==> src/rtl/neuron_update_ctrl_pkg.sv <==
// Shared types and arithmetic for the neuron update sequencer.
package neuron_update_ctrl_pkg;

    typedef enum logic [2:0] {
        IDLE,
        BIAS,
        POT,
        TH,
        AXON,
        DRAIN,
        WR
    } nurnState_t;

    localparam logic [1:0] SEL_BIAS = 2'b00;
    localparam logic [1:0] SEL_POT  = 2'b01;
    localparam logic [1:0] SEL_TH   = 2'b10;

    localparam int         DSIZE_DEF = 16;
    localparam logic [DSIZE_DEF-1:0] DATA_MAX = {1'b0, {(DSIZE_DEF-1){1'b1}}};
    localparam logic [DSIZE_DEF-1:0] DATA_MIN = {1'b1, {(DSIZE_DEF-1){1'b0}}};

    // Operands arrive sign-extended to 32 bits; width must be <= 31 so the raw sum cannot overflow.
    function automatic logic [31:0] sat_add(input logic [31:0] a,
                                            input logic [31:0] b,
                                            input int          width);
        logic signed [31:0] sum;
        logic signed [31:0] maxV;
        logic signed [31:0] minV;
        sum  = $signed(a) + $signed(b);
        maxV = (32'sd1 <<< (width - 1)) - 32'sd1;
        minV = -(32'sd1 <<< (width - 1));
        if (sum > maxV) begin
            sat_add = maxV;
        end else if (sum < minV) begin
            sat_add = minV;
        end else begin
            sat_add = sum;
        end
    endfunction

endpackage

==> src/rtl/neuron_update_ctrl_acc.sv <==
// Registered saturating accumulator: load has priority over add.
module nurn_sat_acc
    import neuron_update_ctrl_pkg::*;
#(
    parameter int DSIZE = 16
) (
    input  logic             clk_i,
    input  logic             rst_n_i,
    input  logic             load_i,
    input  logic [DSIZE-1:0] loadVal_i,
    input  logic             addEn_i,
    input  logic [DSIZE-1:0] addVal_i,
    output logic [DSIZE-1:0] acc_o
);

    logic [DSIZE-1:0]  accQ;
    logic [31:0]       sumFull;
    logic [31-DSIZE:0] unusedSatHi;

    assign sumFull = sat_add({{(32-DSIZE){accQ[DSIZE-1]}}, accQ},
                             {{(32-DSIZE){addVal_i[DSIZE-1]}}, addVal_i},
                             DSIZE);
    // Upper bits are only sign copies of the clamped result.
    assign unusedSatHi = sumFull[31:DSIZE];

    always_ff @(posedge clk_i or negedge rst_n_i) begin
        if (!rst_n_i) begin
            accQ <= '0;
        end else if (load_i) begin
            accQ <= loadVal_i;
        end else if (addEn_i) begin
            accQ <= sumFull[DSIZE-1:0];
        end
    end

    assign acc_o = accQ;

endmodule

==> src/rtl/neuron_update_ctrl.sv <==
// Per-tick neuron integration sequencer; sole master of status ports A, B and E while busy.
//   state | meaning
//   IDLE  | waiting for start_i
//   BIAS  | read Bias over port A
//   POT   | load acc with Bias, read MembPot
//   TH    | add MembPot, read Th
//   AXON  | capture Th, read weights of spiking axons, accumulate
//   DRAIN | accumulate the last pending weight
//   WR    | threshold compare, write MembPot, emit spike
module neuron_update_ctrl
    import neuron_update_ctrl_pkg::*;
#(
    parameter int NUM_NURNS          = 256,
    parameter int NUM_AXONS          = 256,
    parameter int DSIZE              = 16,
    parameter int NURN_CNT_BIT_WIDTH = 8,
    parameter int AXON_CNT_BIT_WIDTH = 8
) (
    input  logic                                       clk_i,
    input  logic                                       rst_n_i,
    input  logic                                       start_i,
    input  logic [NUM_AXONS-1:0]                       axonSpike_i,
    output logic [NURN_CNT_BIT_WIDTH+1:0]              Addr_StatRd_A_o,
    output logic                                       rdEn_StatRd_A_o,
    input  logic [DSIZE-1:0]                           data_StatRd_A_i,
    output logic [NURN_CNT_BIT_WIDTH+AXON_CNT_BIT_WIDTH-1:0] Addr_StatRd_E_o,
    output logic                                       rdEn_StatRd_E_o,
    input  logic [DSIZE-1:0]                           data_StatRd_E_i,
    output logic [NURN_CNT_BIT_WIDTH+1:0]              Addr_StatWr_B_o,
    output logic                                       wrEn_StatWr_B_o,
    output logic [DSIZE-1:0]                           data_StatWr_B_o,
    output logic                                       spike_o,
    output logic [NURN_CNT_BIT_WIDTH-1:0]              spikeNurnId_o,
    output logic                                       busy_o,
    output logic                                       done_o
);

    localparam logic [NURN_CNT_BIT_WIDTH-1:0] LAST_NURN = NURN_CNT_BIT_WIDTH'(NUM_NURNS - 1);
    localparam logic [AXON_CNT_BIT_WIDTH-1:0] LAST_AXON = AXON_CNT_BIT_WIDTH'(NUM_AXONS - 1);

    nurnState_t                    stateQ, stateD;
    logic [NURN_CNT_BIT_WIDTH-1:0] nQ;
    logic [AXON_CNT_BIT_WIDTH-1:0] jQ;
    logic [NUM_AXONS-1:0]          spkVec;
    logic [DSIZE-1:0]              thReg;
    logic                          rdEnEQ;
    logic                          busyQ;

    logic                          accLoad;
    logic                          accAdd;
    logic [DSIZE-1:0]              accAddVal;
    logic [DSIZE-1:0]              accVal;
    logic                          lastNurn;

    assign lastNurn = (nQ == LAST_NURN);

    // Bias loads in POT, MembPot adds in TH, weights add one cycle after their read.
    assign accLoad   = (stateQ == POT);
    assign accAdd    = (stateQ == TH) || rdEnEQ;
    assign accAddVal = (stateQ == TH) ? data_StatRd_A_i : data_StatRd_E_i;

    nurn_sat_acc #(
        .DSIZE(DSIZE)
    ) uAcc (
        .clk_i     (clk_i),
        .rst_n_i   (rst_n_i),
        .load_i    (accLoad),
        .loadVal_i (data_StatRd_A_i),
        .addEn_i   (accAdd),
        .addVal_i  (accAddVal),
        .acc_o     (accVal)
    );

    always_ff @(posedge clk_i or negedge rst_n_i) begin
        if (!rst_n_i) begin
            stateQ <= IDLE;
        end else begin
            stateQ <= stateD;
        end
    end

    always_ff @(posedge clk_i or negedge rst_n_i) begin
        if (!rst_n_i) begin
            nQ     <= '0;
            jQ     <= '0;
            spkVec <= '0;
            thReg  <= '0;
            rdEnEQ <= 1'b0;
            busyQ  <= 1'b0;
        end else begin
            rdEnEQ <= rdEn_StatRd_E_o;
            case (stateQ)
                IDLE: begin
                    if (start_i) begin
                        spkVec <= axonSpike_i;
                        nQ     <= '0;
                        busyQ  <= 1'b1;
                    end
                end
                TH: begin
                    jQ <= '0;
                end
                AXON: begin
                    jQ <= jQ + AXON_CNT_BIT_WIDTH'(1);
                    if (jQ == '0) begin
                        thReg <= data_StatRd_A_i;
                    end
                end
                WR: begin
                    if (lastNurn) begin
                        busyQ <= 1'b0;
                    end else begin
                        nQ <= nQ + NURN_CNT_BIT_WIDTH'(1);
                    end
                end
                default: ;
            endcase
        end
    end

    always_comb begin
        stateD          = stateQ;
        Addr_StatRd_A_o = '0;
        rdEn_StatRd_A_o = 1'b0;
        Addr_StatRd_E_o = '0;
        rdEn_StatRd_E_o = 1'b0;
        Addr_StatWr_B_o = '0;
        wrEn_StatWr_B_o = 1'b0;
        data_StatWr_B_o = '0;
        spike_o         = 1'b0;
        spikeNurnId_o   = '0;
        done_o          = 1'b0;
        case (stateQ)
            IDLE: begin
                if (start_i) begin
                    stateD = BIAS;
                end
            end
            BIAS: begin
                rdEn_StatRd_A_o = 1'b1;
                Addr_StatRd_A_o = {nQ, SEL_BIAS};
                stateD          = POT;
            end
            POT: begin
                rdEn_StatRd_A_o = 1'b1;
                Addr_StatRd_A_o = {nQ, SEL_POT};
                stateD          = TH;
            end
            TH: begin
                rdEn_StatRd_A_o = 1'b1;
                Addr_StatRd_A_o = {nQ, SEL_TH};
                stateD          = AXON;
            end
            AXON: begin
                rdEn_StatRd_E_o = spkVec[jQ];
                Addr_StatRd_E_o = {nQ, jQ};
                if (jQ == LAST_AXON) begin
                    stateD = DRAIN;
                end
            end
            DRAIN: begin
                stateD = WR;
            end
            WR: begin
                wrEn_StatWr_B_o = 1'b1;
                Addr_StatWr_B_o = {nQ, SEL_POT};
                if ($signed(accVal) >= $signed(thReg)) begin
                    spike_o         = 1'b1;
                    spikeNurnId_o   = nQ;
                    data_StatWr_B_o = '0;
                end else begin
                    data_StatWr_B_o = accVal;
                end
                if (lastNurn) begin
                    done_o = 1'b1;
                    stateD = IDLE;
                end else begin
                    stateD = BIAS;
                end
            end
            default: begin
                stateD = IDLE;
            end
        endcase
    end

    assign busy_o = busyQ;

endmodule

==> config.mk <==
export PLATFORM = sky130hd
export DESIGN_NAME = neuron_update_ctrl
export DESIGN_NICKNAME = d
export VERILOG_FILES = /design/src/rtl/neuron_update_ctrl_pkg.sv /design/src/rtl/neuron_update_ctrl_acc.sv /design/src/rtl/neuron_update_ctrl.sv
export SDC_FILE = /design/constraint.sdc
export NUM_CORES = 1
export LEC_CHECK = 0
export ABC_AREA = 1
export BUFFER_PORTS_ARGS = -buffer_cell sky130_fd_sc_hd__buf_4
export CAP_MARGIN = 20
export CORE_MARGIN = 10
export CORE_UTILIZATION = 47
export DETAILED_ROUTE_END_ITERATION = 6
export PLACE_DENSITY = 0.69
export SLEW_MARGIN = 0
export SYNTH_ARGS = -nofsm -noshare
export SYNTH_HDL_FRONTEND = slang
export SYNTH_SLANG_ARGS = --single-unit
==> constraint.sdc <==
create_clock -name clk_i -period 3.3 [get_ports clk_i]
set_input_delay 0.66 -clock clk_i [delete_from_list [all_inputs] [get_ports clk_i]]
set_output_delay 0.66 -clock clk_i [all_outputs]
set_load 0.1 [all_outputs]
Word-level counts from Yosys, hierarchy flattened. Index checks and enable logic that the tools add are counted.

Flip-flop bits (word level): 309. Input bits: 291.

Add/sub/neg operators: 3. Order comparisons: 4. Eq/ne operators: 12. Multiplexer cells: 32. Reductions and logical operators: 12.

Operator list (count): $mux W16 (8); $mux W8 (4); $pmux W8 S2 (2); $pmux W10 S3 (1); $pmux W3 S7 (1); $add A16 B16 Y17 (1); $gt A17 B16 Y1 const B (1); $lt A17 B16 Y1 const B (1); $add A8 B1 Y8 const B (2); $eq A8 B8 Y1 const B (2); $ge A16 B16 Y1 (1); $mux W1 (11); $mux W10 (1); $eq A3 B3 Y1 const B (3); $lt A8 B9 Y1 const B (1); $bmux W1 S8 (1); $logic_not A8 Y1 (1); $ne A2 B2 Y1 const B (4); $eq A3 B2 Y1 const B (2); $mux W3 (2); $reduce_and A2 Y1 (3); $reduce_and A3 Y1 (2); $reduce_bool A2 Y1 (3); $eq A3 B1 Y1 const B (1); other kinds (4) (4).

Logic depth before layout (Yosys ltp).
Depth after elaboration: 8. Gate-level depth with buffers: 23.

By module. Synthesis repeated with hierarchy kept, for this count alone.

Cells, all modules: 2366. Area, all modules: 16858.7 um2.

Modules (own cells, without submodules): neuron_update_ctrl (times used 1, cells an instance 2055, area each 14993.1 um2, sequential area each 7332.0 um2); nurn_sat_acc (times used 1, cells an instance 311, area each 1865.5 um2, sequential area each 400.4 um2).

Least setup slack after synthesis. No wires, ideal clock.

Path kind: reg-to-reg. Start: register stateQ[2]. End: register uAcc.accQ[11] (netlist: uAcc.acc_o[11]). Arrival time: 4.173 ns. Required time: 3.183 ns. Slack: -0.989 ns. Cell stages (with the launch flop): 23. Buffers on the path: 2. Period minus slack after synthesis: 4.289 ns. Path through: dfrtp_1 -> inv_1 -> nand2_1 -> nor2_1 -> inv_2 -> clkbuf_1 -> o21ai_0 -> ha_1 -> inv_1 -> fa_1 -> o21ai_2 -> nand2_2 -> nand2_2 -> nand2_1 -> nand2_1 -> nand2_1 -> nand2_2 -> nor2_2 -> nor2_4 -> buf_6 -> nand2_1 -> nand2_1 -> nand2_1.

Word-level cells in the longest chain between the ends: 8. Elaborated cells on any way between the ends: 12. Those cells by class: 1 x add/sub; 2 x order compare; 2 x eq/ne; 5 x mux; 2 x reduce/logical.

Ends and longest elaborated chain: start: declaration (RTL line neuron_update_ctrl.sv:41) `nurnState_t stateQ, stateD;`; start signal: assignment (RTL line neuron_update_ctrl.sv:78) `stateQ <= stateD;`; $eq A3 B2 Y1 (RTL line neuron_update_ctrl.sv:59, neuron_update_ctrl.sv:60); $mux W16 (RTL line neuron_update_ctrl.sv:60) `assign accAddVal = (stateQ == TH) ? data_StatRd_A_i : data_StatRd_E_i;`; $add A16 B16 Y17 (RTL line neuron_update_ctrl_pkg.sv:29) `sum = $signed(a) + $signed(b);`; $lt A17 B16 Y1 (RTL line neuron_update_ctrl_pkg.sv:34) `end else if (sum < minV) begin`; $mux W16 (RTL line neuron_update_ctrl_pkg.sv:34); $mux W16 (RTL line neuron_update_ctrl_pkg.sv:32) `if (sum > maxV) begin`; $mux W16 (RTL line neuron_update_ctrl_acc.sv:31) `end else if (addEn_i) begin`; $mux W16 (RTL line neuron_update_ctrl_acc.sv:29) `end else if (load_i) begin`; end signal: assignment (RTL line neuron_update_ctrl_acc.sv:30) `accQ <= loadVal_i;`; end signal: assignment (RTL line neuron_update_ctrl_acc.sv:32) `accQ <= sumFull[DSIZE-1:0];`; end: declaration (RTL line neuron_update_ctrl_acc.sv:16) `logic [DSIZE-1:0] accQ;`.

Several ways; a longest one is shown, not always the timed one. The select of a mux whose other input is x is not followed. A chain may end at the register's enable or synchronous reset.

Worst setup path after layout.
Start: register jQ[0]. End: output rdEn_StatRd_E_o.

Word-level cells in the longest chain between the ends: 3.

Ends and longest elaborated chain: start: declaration (RTL line neuron_update_ctrl.sv:43) `logic [AXON_CNT_BIT_WIDTH-1:0] jQ;`; start signal: assignment (RTL line neuron_update_ctrl.sv:104) `jQ <= jQ + AXON_CNT_BIT_WIDTH'(1);`; $bmux W1 S8 (RTL line neuron_update_ctrl.sv:155) `rdEn_StatRd_E_o = spkVec[jQ];`; $mux W1 (not written as such) (RTL line neuron_update_ctrl.sv:155); $mux W1 (RTL line neuron_update_ctrl.sv:133) `case (stateQ)`; end: declaration (RTL line neuron_update_ctrl.sv:27) `output logic rdEn_StatRd_E_o,`.

Every way passes these cells. The select of a mux whose other input is x is not followed.

==> out/results.ini <==
[run_status]
run_status = finished, violations left
failed_checks = setup timing

[timing]
final_hold_viol_count = 0
max_transition_viols_final = 0
timing_worst_slew_pin_value_ns = 1.030
finalCriticalPeriod_ns = 3.302
min_period_over_period_pct = 100.1
maxClockFrequency_mhz = 302.8
timing.clock.skew_ns = 0.02658
final.setup.worst_slack_ns = -0.001974
timing.slew.headroom_pct = 31.31
setup_viol_count_final = 1
grt_setup_unrepaired = true
hold_ws_ns = 0.1404

[global_routing]
grt_start_max_net_pins = 110
grt-ovfl-total = 0
grt_first_pass_wirelength_um = 90210
grt_antenna_before_repair = 2
first_global_vias = 16100
track_usage_pct = 25.68

[clocking]
clk_transition_reported_paths_ns = 0.07
cts_tree = done
root_buffer = sky130_fd_sc_hd__clkbuf_16
cts-buffers-inserted = 35
insertion_delay_ns = 0.52
buffer_levels_on_the_longest_clock_path = 3
cts-htree-levels = 2
tritoncts_sink_count = 309

[cells_and_area]
nNetsFinal = 3039
layout.filler_cells = 3056
drive_gt1_share_pct = 23.29
finish.cell_count_without_fillers = 3190
post-route-util_pct = 64.35
area_delta_synth_final_pct = 34.65
ant_diodes = 0

[power]
peak_ir_drop_on_the_vdd_network_uv = 490.9
power_density_nw_per_um2 = 987.4
overall_power_mw = 22.05
leakagePower_nw = 11.61

[synthesis]
most_area_consuming_cells_after_synthesis = sky130_fd_sc_hd__dfrtp_1, sky130_fd_sc_hd__nand2_1, sky130_fd_sc_hd__o21ai_0
yosysTopAreaCellShare_pct = 46.61
synth.lib_cells_used.distinct = 46
ys_ff_latch = 309
synth_top_cells_by_count = sky130_fd_sc_hd__nand2_1, sky130_fd_sc_hd__dfrtp_1, sky130_fd_sc_hd__nor2_1
syn-cell-area_um2 = 16590
synthCells = 2345
yosysWarningCount = 0
postSynth.topFlopCell = sky130_fd_sc_hd__dfrtp_1
synth_edf_count = 0
synth_async_sr_flop_share_pct = 100.0
synthesis.nets = 2672
yosysTopAreaCell = sky130_fd_sc_hd__dfrtp_1
synthMostInstantiatedCell = sky130_fd_sc_hd__nand2_1
ys_seq_area_share_pct = 46.61
syn_area_per_cell_um2 = 7.074

[die]
die-area_um2 = 43210
placement_rows = 68
die_h_um = 207.9
core_region_area_um2 = 34710
die_width_um = 207.9
design.portCount = 357
initial_utilization_pct = 47.79

[setup_path]
timing.critical_path.required_ns = 2.64
start_kind = flip-flop
end_kind = primary output
cp_data_arrival_time_ns = 2.64
critical_path.max_fanout = 5
timing_worst_setup_path_type = flip-flop to primary output

[worst_hold_path]
timing.hold.worst.class = input pin to async pin

[routing]
drt_pre_antenna_iters = 6
num_vias = 16670
postRouteWirelength_um = 60420
initialDrtViolationCount = 1422
detail_route.wl_per_cell_um = 18.94
route.detailed.vias_per_inst = 5.227
drc_errors = 0
ant_nets = 0

[placement]
dp.final_hpwl_um = 41890
dp.cells = 3083
portBuffers = 355
gp_congestion = 0.9069

[job]
max_cap_violations = 0

==> registers in the layout, summed over array words and instances (netlist names) <==
name / flops
rdEnEQ: 1
thReg: 16
jQ: 8
busy_o: 1
nQ: 8
spkVec: 256
uAcc.acc_o: 16
stateQ: 3
==> stage by stage <==
stage	area, µm²	setup TNS (ns)	worst slack (ns)
2_1_floorplan	16680	-1.495	-0.7156
3_3_place_gp	19870	0	0.2545
3_5_place_dp	19870	0	0.1955
4_1_cts	21290	-0.01147	-0.01147
5_1_grt	22340	-0.4224	-0.1143
6_report	22340	-0.001974	-0.001974
==> area by class of cell <==
type | instances | area, µm² | share of cell area (%)
Inverter | 190 | 750.7 | 3.361
Multi-Input combinational cell | 1721 | 7955 | 35.62
Timing Repair Buffer | 454 | 4154 | 18.60
Clock inverter | 7 | 93.84 | 0.4201
Timing Repair inverter | 1 | 16.27 | 0.07282
Sequential cell | 309 | 7744 | 34.67
Clock buffer | 53 | 1054 | 4.717
Tap cell | 455 | 569.3 | 2.549
==> cells by family (layout without fill, tap and decap cells) <==
| group | Yosys count | after routing | synth area share, % |
|---|---|---|---|
| adders and majority gates | 36 | 36 | 2.761 |
| other | 1 | 1 | 0.02261 |
| and+or+nand+nor | 1382 | 1383 | 32.80 |
| DFF | 309 | 309 | 46.61 |
| xor gates and xnor gates | 16 | 16 | 0.8447 |
| buffers and inverters | 316 | 705 | 8.093 |
| AOI/OAI and AO/OA | 285 | 285 | 8.863 |
==> where the power goes <==
part	switching, mW	internal, mW	total [mW]
Sequential	0.928	5.56	6.49
Clock	1.58	2.35	3.94
Combinational	7.21	4.41	11.6
==> routing by layer <==
metal	vias to the layer above	share of wire (%)	GRT usage (%)
met1	7887	45	36.44
li1	8021	-	-
met5	-	0.023	0
met2	667	46	39.72
met4	4	2.5	7.049
met3	95	6.9	4.137
==> layout by cell type, fill, tap and decap left out, drive strengths merged, types with 35 or more instances in the layout <==
| cell type | instances |
|---|---|
| buf | 443 |
| nor2 | 261 |
| clkbuf | 63 |
| nand3 | 126 |
| a21oi | 60 |
| dfrtp | 309 |
| nand2 | 975 |
| inv | 187 |
| o21ai | 209 |
| ha | 35 |
==> timing repair <==
action,CTS,global route
hold buffers,0,0
setup endpoints to repair,26,42
gates cloned,3,13
pin swaps,1,41
resized for setup,43,136
setup buffers,1,31
==> critical path, stage by stage, from the launching register on <==
cell and delay (ns):
sky130_fd_sc_hd__dfrtp_4 0.48, sky130_fd_sc_hd__buf_12 0.18, sky130_fd_sc_hd__inv_16 0.06, sky130_fd_sc_hd__buf_4 0.15
sky130_fd_sc_hd__clkbuf_16 0.15, sky130_fd_sc_hd__nand2_1 0.05, sky130_fd_sc_hd__nand3_1 0.11, sky130_fd_sc_hd__a21oi_2 0.21
sky130_fd_sc_hd__nor2_4 0.06, sky130_fd_sc_hd__nand2_1 0.06, sky130_fd_sc_hd__nand2_1 0.05, sky130_fd_sc_hd__nand2_1 0.07
sky130_fd_sc_hd__nand3_2 0.09, sky130_fd_sc_hd__nand3_2 0.09, sky130_fd_sc_hd__nand2_2 0.07, sky130_fd_sc_hd__inv_4 0.08
sky130_fd_sc_hd__buf_12 0.17
==> worst paths after layout <==
kind	from	to	slack [ns]	cells past startpoint
worst max-delay path	jQ[0]$_DFFE_PN0P_	rdEn_StatRd_E_o	-0.002	16
worst min-delay path	rst_n_i	spkVec[227]$_DFFE_PN0P_	0.14	1
worst max register to register	stateQ[0]$_DFFE_PN0P_	uAcc.acc_o[4]$_DFFE_PN0P_	0.41	19
worst min register to register	spkVec[136]$_DFFE_PN0P_	spkVec[136]$_DFFE_PN0P_	0.47	2
max in group asynchronous	rst_n_i	spkVec[180]$_DFFE_PN0P_	2.25	2
min in group clk_i	axonSpike_i[234]	spkVec[234]$_DFFE_PN0P_	0.33	3
Power figures use the tool's default switching activity.
